### src/rtl/pcm_prefetch_if.sv
// PCM prefetch bus bundle: SDRAM arbiter read port plus I2S sample FIFO port.
//   sdram_addr   : read word address (controller -> arbiter)
//   sdram_rd     : read request, held until sdram_ac (controller -> arbiter)
//   sdram_wait   : arbiter not granting the PCM port (arbiter -> controller)
//   sdram_ac     : 1-cycle acknowledge, sdram_rddata valid (arbiter -> controller)
//   sdram_rddata : read data (arbiter -> controller)
//   sample_req   : pop FIFO head (serializer -> controller)
//   sample_valid : FIFO not empty (controller -> serializer)
//   sample_data  : FIFO head word, show-ahead (controller -> serializer)
// master = the prefetch controller, slave = arbiter/serializer side.
interface pcm_prefetch_if #(
   parameter int unsigned ADDR_W = 25
);
   logic [ADDR_W-1:0] sdram_addr;
   logic              sdram_rd;
   logic              sdram_wait;
   logic              sdram_ac;
   logic [15:0]       sdram_rddata;
   logic              sample_req;
   logic              sample_valid;
   logic [15:0]       sample_data;

   modport master (
      output sdram_addr, sdram_rd, sample_valid, sample_data,
      input  sdram_wait, sdram_ac, sdram_rddata, sample_req
   );

   modport slave (
      input  sdram_addr, sdram_rd, sample_valid, sample_data,
      output sdram_wait, sdram_ac, sdram_rddata, sample_req
   );
endinterface

### src/rtl/pcm_prefetch_ctrl.sv
// PCM prefetch controller: walks an SDRAM sample region (one-shot or looped)
// and keeps a small show-ahead FIFO topped up ahead of the I2S serializer.
// Ports:
//   clk, reset          : clock, asynchronous active-high reset
//   start, stop         : 1-cycle control pulses (stop wins)
//   loop_en             : restart at base when region ends (sampled at start)
//   base_addr, num_words: region description (latched at start)
//   bus (master)        : SDRAM read port and sample FIFO port
//   busy, done, underrun: status (done is a 1-cycle pulse, underrun sticky)
module pcm_prefetch_ctrl #(
   parameter int unsigned ADDR_W    = 25,
   parameter int unsigned DEPTH     = 16,
   parameter int unsigned LOW_WATER = 8
) (
   input  logic              clk,
   input  logic              reset,
   input  logic              start,
   input  logic              stop,
   input  logic              loop_en,
   input  logic [ADDR_W-1:0] base_addr,
   input  logic [ADDR_W-1:0] num_words,
   pcm_prefetch_if.master    bus,
   output logic              busy,
   output logic              done,
   output logic              underrun
);

   localparam int unsigned PTR_W = $clog2(DEPTH);
   localparam int unsigned CNT_W = PTR_W + 1;

   typedef enum logic [2:0] {
      ST_IDLE,
      ST_FETCH,
      ST_REFILL,
      ST_DRAIN,
      ST_DONE
   } state_t;

   state_t            state;
   logic [ADDR_W-1:0] addr_q;
   logic [ADDR_W-1:0] base_q;
   logic [ADDR_W-1:0] num_q;
   logic              loop_q;
   logic [ADDR_W-1:0] remaining_q;
   logic              rd_q;

   logic [15:0]       mem [DEPTH];
   logic [PTR_W-1:0]  rd_ptr;
   logic [PTR_W-1:0]  wr_ptr;
   logic [CNT_W-1:0]  count;
   logic              valid_q;
   logic [15:0]       data_q;

   logic              push;
   logic              pop;
   logic              underrun_hit;
   logic [CNT_W-1:0]  count_after_pop;
   logic [CNT_W-1:0]  count_nx;
   logic [PTR_W-1:0]  rd_ptr_nx;
   logic [PTR_W-1:0]  wr_ptr_nx;
   logic [15:0]       head_nx;

   assign bus.sdram_addr   = addr_q;
   assign bus.sdram_rd     = rd_q;
   assign bus.sample_valid = valid_q;
   assign bus.sample_data  = data_q;

   // FIFO next state; the head word is precomputed so sample_data is a flop.
   always_comb begin
      push            = (state == ST_FETCH) && rd_q && bus.sdram_ac;
      pop             = bus.sample_req && (count != '0);
      underrun_hit    = bus.sample_req && (count == '0) &&
                        ((state == ST_FETCH) || (state == ST_REFILL));
      count_after_pop = count - CNT_W'(pop);
      count_nx        = count_after_pop + CNT_W'(push);
      rd_ptr_nx       = rd_ptr + PTR_W'(pop);
      wr_ptr_nx       = wr_ptr + PTR_W'(push);
      head_nx         = 16'h0;
      if (stop) begin
         count_nx  = '0;
         rd_ptr_nx = '0;
         wr_ptr_nx = '0;
      end else if (count_nx != '0) begin
         // A word landing in an (effectively) empty FIFO becomes the head directly.
         if (push && (count_after_pop == '0)) head_nx = bus.sdram_rddata;
         else                                 head_nx = mem[rd_ptr_nx];
      end
   end

   // FIFO storage (no reset needed; validity tracked by count)
   always_ff @(posedge clk) begin
      if (push && !stop) mem[wr_ptr] <= bus.sdram_rddata;
   end

   // FIFO pointers, count and registered head
   always_ff @(posedge clk or posedge reset) begin
      if (reset) begin
         rd_ptr  <= '0;
         wr_ptr  <= '0;
         count   <= '0;
         valid_q <= 1'b0;
         data_q  <= 16'h0;
      end else begin
         rd_ptr  <= rd_ptr_nx;
         wr_ptr  <= wr_ptr_nx;
         count   <= count_nx;
         valid_q <= (count_nx != '0);
         data_q  <= head_nx;
      end
   end

   // Playback sequencer with registered read request and status outputs
   always_ff @(posedge clk or posedge reset) begin
      if (reset) begin
         state       <= ST_IDLE;
         addr_q      <= '0;
         base_q      <= '0;
         num_q       <= '0;
         loop_q      <= 1'b0;
         remaining_q <= '0;
         rd_q        <= 1'b0;
         busy        <= 1'b0;
         done        <= 1'b0;
         underrun    <= 1'b0;
      end else begin
         done <= 1'b0;
         if (underrun_hit) underrun <= 1'b1;
         if (stop) begin
            state <= ST_IDLE;
            rd_q  <= 1'b0;
            busy  <= 1'b0;
         end else begin
            case (state)
               ST_IDLE: begin
                  if (start) begin
                     base_q      <= base_addr;
                     num_q       <= num_words;
                     loop_q      <= loop_en;
                     addr_q      <= base_addr;
                     remaining_q <= num_words;
                     underrun    <= 1'b0;
                     busy        <= 1'b1;
                     if (num_words == '0) begin
                        state <= ST_DONE;
                        done  <= 1'b1;
                     end else begin
                        state <= ST_FETCH;
                     end
                  end
               end

               ST_FETCH: begin
                  if (rd_q) begin
                     if (bus.sdram_ac) begin
                        rd_q <= 1'b0;
                        if (remaining_q == ADDR_W'(1)) begin
                           if (loop_q) begin
                              addr_q      <= base_q;
                              remaining_q <= num_q;
                              if (count_nx == CNT_W'(DEPTH)) state <= ST_REFILL;
                           end else begin
                              addr_q      <= addr_q + ADDR_W'(1);
                              remaining_q <= '0;
                              state       <= ST_DRAIN;
                           end
                        end else begin
                           addr_q      <= addr_q + ADDR_W'(1);
                           remaining_q <= remaining_q - ADDR_W'(1);
                           if (count_nx == CNT_W'(DEPTH)) state <= ST_REFILL;
                        end
                     end else if (bus.sdram_wait) begin
                        // Grant withdrawn: cancel and reissue the same address later.
                        rd_q <= 1'b0;
                     end
                  end else if (!bus.sdram_wait && (remaining_q != '0) &&
                               (count < CNT_W'(DEPTH))) begin
                     rd_q <= 1'b1;
                  end
               end

               ST_REFILL: begin
                  if (count <= CNT_W'(LOW_WATER)) state <= ST_FETCH;
               end

               ST_DRAIN: begin
                  if (count == '0) begin
                     state <= ST_DONE;
                     done  <= 1'b1;
                  end
               end

               ST_DONE: begin
                  state <= ST_IDLE;
                  busy  <= 1'b0;
               end

               default: begin
                  state <= ST_IDLE;
                  busy  <= 1'b0;
               end
            endcase
         end
      end
   end

endmodule

### src/flat_wrapper.sv
// flat-port wrapper written by rule: the top's interface ports become plain ports
module pcm_prefetch_ctrl_flat 
#(
   parameter int unsigned ADDR_W    = 25,
   parameter int unsigned DEPTH     = 16,
   parameter int unsigned LOW_WATER = 8
)
  (clk, reset, start, stop, loop_en, base_addr, num_words, busy, done, underrun, bus_sdram_addr, bus_sdram_rd, bus_sample_valid, bus_sample_data, bus_sdram_wait, bus_sdram_ac, bus_sdram_rddata, bus_sample_req);
  pcm_prefetch_if #(.ADDR_W(ADDR_W)) bus_i ();
  input  logic clk;
  input  logic reset;
  input  logic start;
  input  logic stop;
  input  logic loop_en;
  input  logic [ADDR_W-1:0] base_addr;
  input  logic [ADDR_W-1:0] num_words;
  output logic busy;
  output logic done;
  output logic underrun;
  output wire logic [$bits(bus_i.sdram_addr)-1:0] bus_sdram_addr;
  output wire logic [$bits(bus_i.sdram_rd)-1:0] bus_sdram_rd;
  output wire logic [$bits(bus_i.sample_valid)-1:0] bus_sample_valid;
  output wire logic [$bits(bus_i.sample_data)-1:0] bus_sample_data;
  input wire logic [$bits(bus_i.sdram_wait)-1:0] bus_sdram_wait;
  input wire logic [$bits(bus_i.sdram_ac)-1:0] bus_sdram_ac;
  input wire logic [$bits(bus_i.sdram_rddata)-1:0] bus_sdram_rddata;
  input wire logic [$bits(bus_i.sample_req)-1:0] bus_sample_req;
  assign bus_sdram_addr = bus_i.sdram_addr;
  assign bus_sdram_rd = bus_i.sdram_rd;
  assign bus_sample_valid = bus_i.sample_valid;
  assign bus_sample_data = bus_i.sample_data;
  assign bus_i.sdram_wait = bus_sdram_wait;
  assign bus_i.sdram_ac = bus_sdram_ac;
  assign bus_i.sdram_rddata = bus_sdram_rddata;
  assign bus_i.sample_req = bus_sample_req;
  pcm_prefetch_ctrl #(.ADDR_W(ADDR_W), .DEPTH(DEPTH), .LOW_WATER(LOW_WATER)) u_core (.clk(clk), .reset(reset), .start(start), .stop(stop), .loop_en(loop_en), .base_addr(base_addr), .num_words(num_words), .bus(bus_i), .busy(busy), .done(done), .underrun(underrun));
endmodule
### config.mk
export PLATFORM = sky130hd
export DESIGN_NAME = pcm_prefetch_ctrl_flat
export DESIGN_NICKNAME = d
export VERILOG_FILES = /design/src/rtl/pcm_prefetch_if.sv /design/src/rtl/pcm_prefetch_ctrl.sv /design/src/flat_wrapper.sv
export SDC_FILE = /design/constraint.sdc
export NUM_CORES = 1
export LEC_CHECK = 0
export CAP_MARGIN = 15
export CORE_ASPECT_RATIO = 0.75
export CORE_MARGIN = 10
export CORE_UTILIZATION = 50
export CTS_BUF_LIST = sky130_fd_sc_hd__clkbuf_4
export CTS_CLUSTER_SIZE = 14
export DETAILED_ROUTE_END_ITERATION = 6
export HOLD_SLACK_MARGIN = 0.12
export PLACE_DENSITY = 0.7
export SYNTH_ARGS = -nofsm -noshare
export SYNTH_HDL_FRONTEND = slang
export SYNTH_SLANG_ARGS = --single-unit
### constraint.sdc
create_clock -name clk -period 5.8 [get_ports clk]
set_clock_uncertainty 0.1 [all_clocks]
set_input_delay 1.16 -clock clk [delete_from_list [all_inputs] [get_ports clk]]
set_output_delay 1.16 -clock clk [all_outputs]
set_load 0.01 [all_outputs]
==> impl_results.md <==
- Maximum number of pins on one net before global-route repair: 78
- Routed WL: 43.72 mm
- CTS clk-pin slew, worst paths: 0.07 ns
- Xor/xnor cell area share of the yosys netlist: 0.02604
- Synthesized flop and latch total: 394
- Leakage component of the power: 0.007452 uW
- Min Clock Period, post-route: 4.190 ns
- Setup TNS: 0 ns
- CP endpoint: u_core.bus.sample_data[5]
- Fin. max-slew vios: 0
- Count of unresolved DRC violations after routing: 0
- Final setup violating endpoints: 0
- Max Fanout on Critical Path: 27
- GPL Wtd Cong: 0.8448
- Launching element type of the critical path: flip-flop
- Endpoint of the worst-slack reg-to-reg timing path: u_core.bus.sample_data[5]
- Run status: finished, final reports clean
- Overall track demand over capacity in global routing: 0.2092
- Timing-limited maximum frequency: 0.2387 GHz
- Mux cell area share after synthesis: 0.1077
- Drt initial violations: 1189
- Via count: 11.34k
- Cell count after synthesis: 1226
- Avg Vias per Cell: 5.864
- Synthesized cell area: 0.01701 mm2
- Endpoint type of the worst setup path: flip-flop
- Number of global-route vias before repair: 11.30k
- Worst setup slack for register-to-register paths: 1.61 ns
- Die X-Extent: 233.0 um
- Headroom to the max-slew limit: 0.3179
- Launch point of the worst path: u_core.count[1]
- Layout area overhead: 18.25%
- Number of clock sinks seen by CTS: 394
- Slowest library cell on the worst path: sky130_fd_sc_hd__ha_2
- Critical Path Most Common Cell: sky130_fd_sc_hd__mux4_2
- Hold_buf cts: 0
- Post-CTS setup buffer count: 0
- TritonCTS clock tree: built
- Number of warnings printed during yosys synthesis: 0
- Cells on worst reg2reg path: 10
- DIE AREA: 0.04187 mm2
- Cell variety after synth: 64
- Buffer and inverter count on the worst path: 1
- Max H-tree Level: 3
- Total area of multi-input combinational cells: 0.005679 mm2
- Max Root-Sink Buffers: 3
- Total number of cells along the worst setup path: 10
- Average cell area after synthesis: 13.87 um2
- Crit path cell chain: or3_1 -> nor3_1 -> nor2b_1 -> ha_4 -> ha_2 -> buf_4 -> mux4_2 -> mux4_2 -> nand2_1 -> a21oi_1
- Seq. cell area: 0.01114 mm2
- Required @ worst endpoint: 6.33 ns
- Rows: 58
- Wire length per cell after detailed routing: 22.61 um
- # placed instances: 1767
- Adder-cell area share of the yosys netlist: 0.008092
- Clk Tree Root Cell: sky130_fd_sc_hd__clkbuf_4
- CP max stage delay: 0.81 ns
- TritonCTS Buffers: 94
- Fraction of registers with async set/reset: 0.3503
- Kind of path behind the tightest hold check: reg -> reg
- Most common cell after layout, fill and taps aside: sky130_fd_sc_hd__edfxtp_1
- Synthesized-area fraction occupied by and/or/nand/nor cells: 0.1265
- Net count of the mapped netlist: 1311
- Commonest cells after routing, fill and taps aside: sky130_fd_sc_hd__edfxtp_1, sky130_fd_sc_hd__nand2_1, sky130_fd_sc_hd__dfrtp_1
- Non-filler instance count after layout: 1934
- Initial antenna violation count: 2
- Setup repair after global routing missed its margin: false
- Share of the yosys chip area belonging to registers: 0.6550
- Net total in the final layout: 1498
- Main combinational cell family by area after synthesis: simple AND/OR/NAND/NOR gates
- Hold Fails Final Rpt: 0
- Total of fill cells in the finished design: 2612
- Initial Util: 0.5073
- PwrDens: 417.8 mW/mm2
- Total of cells resized after clock tree synthesis: 0
- Remaining number of nets flagged by the antenna check after routing: 0
- Ys flop type: sky130_fd_sc_hd__edfxtp_1
- Number of enable-type register cells in the synthesized netlist: 256
- Worst hold margin: 0.3675 ns
- Maximum resistive drop on vdd: 379.6 uV
- Arrival time of data at the critical path endpoint: 4.72 ns
- Overflow after GRT: 0
- Clock latency of the later-clocked register in the worst-skew pair: 0.78 ns
- CP top delay family: simple AND/OR/NAND/NOR gates
- I/O Buffers: 119
- Number of ports placed on the die boundary: 120
- Placed wire-length estimate after detailed placement: 26.90 mm
- Chip height: 179.7 um
- Layout cells sized above 1: 0.1996
- Complex-gate fraction of the synthesized area: 0.05856
- Period Utilization, post-route: 0.7224
- Max-cap check violation count: 0
- Number of detailed-routing iterations run before antenna repair: 5
- Setup CP Type: reg -> reg
- Area of the core: 0.03353 mm2
- First-pass GRT wire length: 67.90 mm
- Actual transition at the worst max-transition pin: 1.023 ns
- Startpoint of the worst register-to-register path: u_core.count[1]
## logic make-up (layout without fill, tap and decap cells)
logic type,count (synthesis),count (layout)
muxes,83,83
adders and majority gates,11,11
xor gates and xnor gates,49,49
buffers and inverters,78,335
and+or+nand+nor,458,458
AOI/OAI and AO/OA,153,153
DFF,394,394
other,0,1
## power breakdown
group	internal, uW	switching, uW
clock	1160	1090
combinational	1390	1220
sequential	3280	272
## tightest hold or removal path, stage by stage, from the launching register on
cell and delay [ns]:
sky130_fd_sc_hd__dfrtp_1 0.33, sky130_fd_sc_hd__nand2_1 0.05, sky130_fd_sc_hd__nand2_1 0.05
## layer usage
metal | up-vias | GRT usage | wire length, um
met5 | - | 0 | 9
met4 | 2 | 0.06843 | 836
met3 | 73 | 0.05381 | 3863
met2 | 516 | 0.3004 | 19790
met1 | 5702 | 0.3053 | 19220
li1 | 5048 | - | -
## worst min-delay path by stage
stage	start	endpoint	slack, ns	cells past startpoint
6_report	u_core.base_q[10]	u_core.base_q[10]	0.37	2
5_1_grt	u_core.base_q[1]	u_core.base_q[1]	0.40	2
4_1_cts	u_core.base_q[10]	u_core.base_q[10]	0.37	2
3_5_place_dp	u_core.base_q[22]	u_core.base_q[22]	0.36	2
3_3_place_gp	u_core.base_q[24]	u_core.base_q[24]	0.35	2
2_1_floorplan	u_core.base_q[10]	u_core.base_q[10]	0.34	2
## synthesized netlist by cell type, drive strengths merged, types with 4 or more instances
cell type	instances	area share
edfxtp	256	0.45
nand2	249	0.055
dfrtp	138	0.20
mux4	80	0.11
clkbuf	54	0.012
nor2	49	0.011
a21oi	48	0.014
nand3	35	0.010
nor3	32	0.010
o21ai	30	0.0088
xnor2	24	0.012
xor2	24	0.012
nor4	17	0.0082
o211ai	17	0.0075
or3	17	0.0063
inv	13	0.0029
a31oi	12	0.0044
a221o	11	0.0065
buf	11	0.0033
ha	11	0.0081
nand4	11	0.0040
nor2b	10	0.0037
a22oi	7	0.0031
a211oi	6	0.0026
nor3b	6	0.0026
and2	5	0.0018
nand4b	5	0.0026
and3	4	0.0015
and4b	4	0.0024
nand3b	4	0.0018
## sequential cells by signal, indices dropped and copies added (netlist names), 3 cells and up
name / count
u_core.bus.sample_data: 16
u_core.count: 5
u_core.bus.sdram_addr: 25
u_core.num_q: 25
u_core.state: 3
u_core.remaining_q: 25
u_core.wr_ptr: 4
u_core.base_q: 25
u_core.mem: 256
u_core.rd_ptr: 4
## through the flow
| step | setup slack, ns | util | power, uW | cell area, um2 |
|---|---|---|---|---|
| 2_1_floorplan | 0.8438 | - | 5393 | 17010 |
| 3_3_place_gp | 1.414 | 0.5643 | 6119 | 18920 |
| 3_5_place_dp | 1.328 | 0.5643 | 6218 | 18920 |
| 4_1_cts | 1.629 | 0.5998 | 8489 | 20110 |
| 5_1_grt | 1.399 | 0.5999 | 8881 | 20110 |
| 6_report | 1.610 | 0.5999 | 8404 | 20110 |
## layout make-up
type,count,share of cell area
diodes,1,0.0001244
clock buffers,135,0.05039
clock inverters,31,0.008834
inverters,13,0.002675
multi-input cells,754,0.2824
flip-flops and latches,394,0.5539
well taps,450,0.02800
repair buffers,156,0.07366
Power figures use the tool's default switching activity.
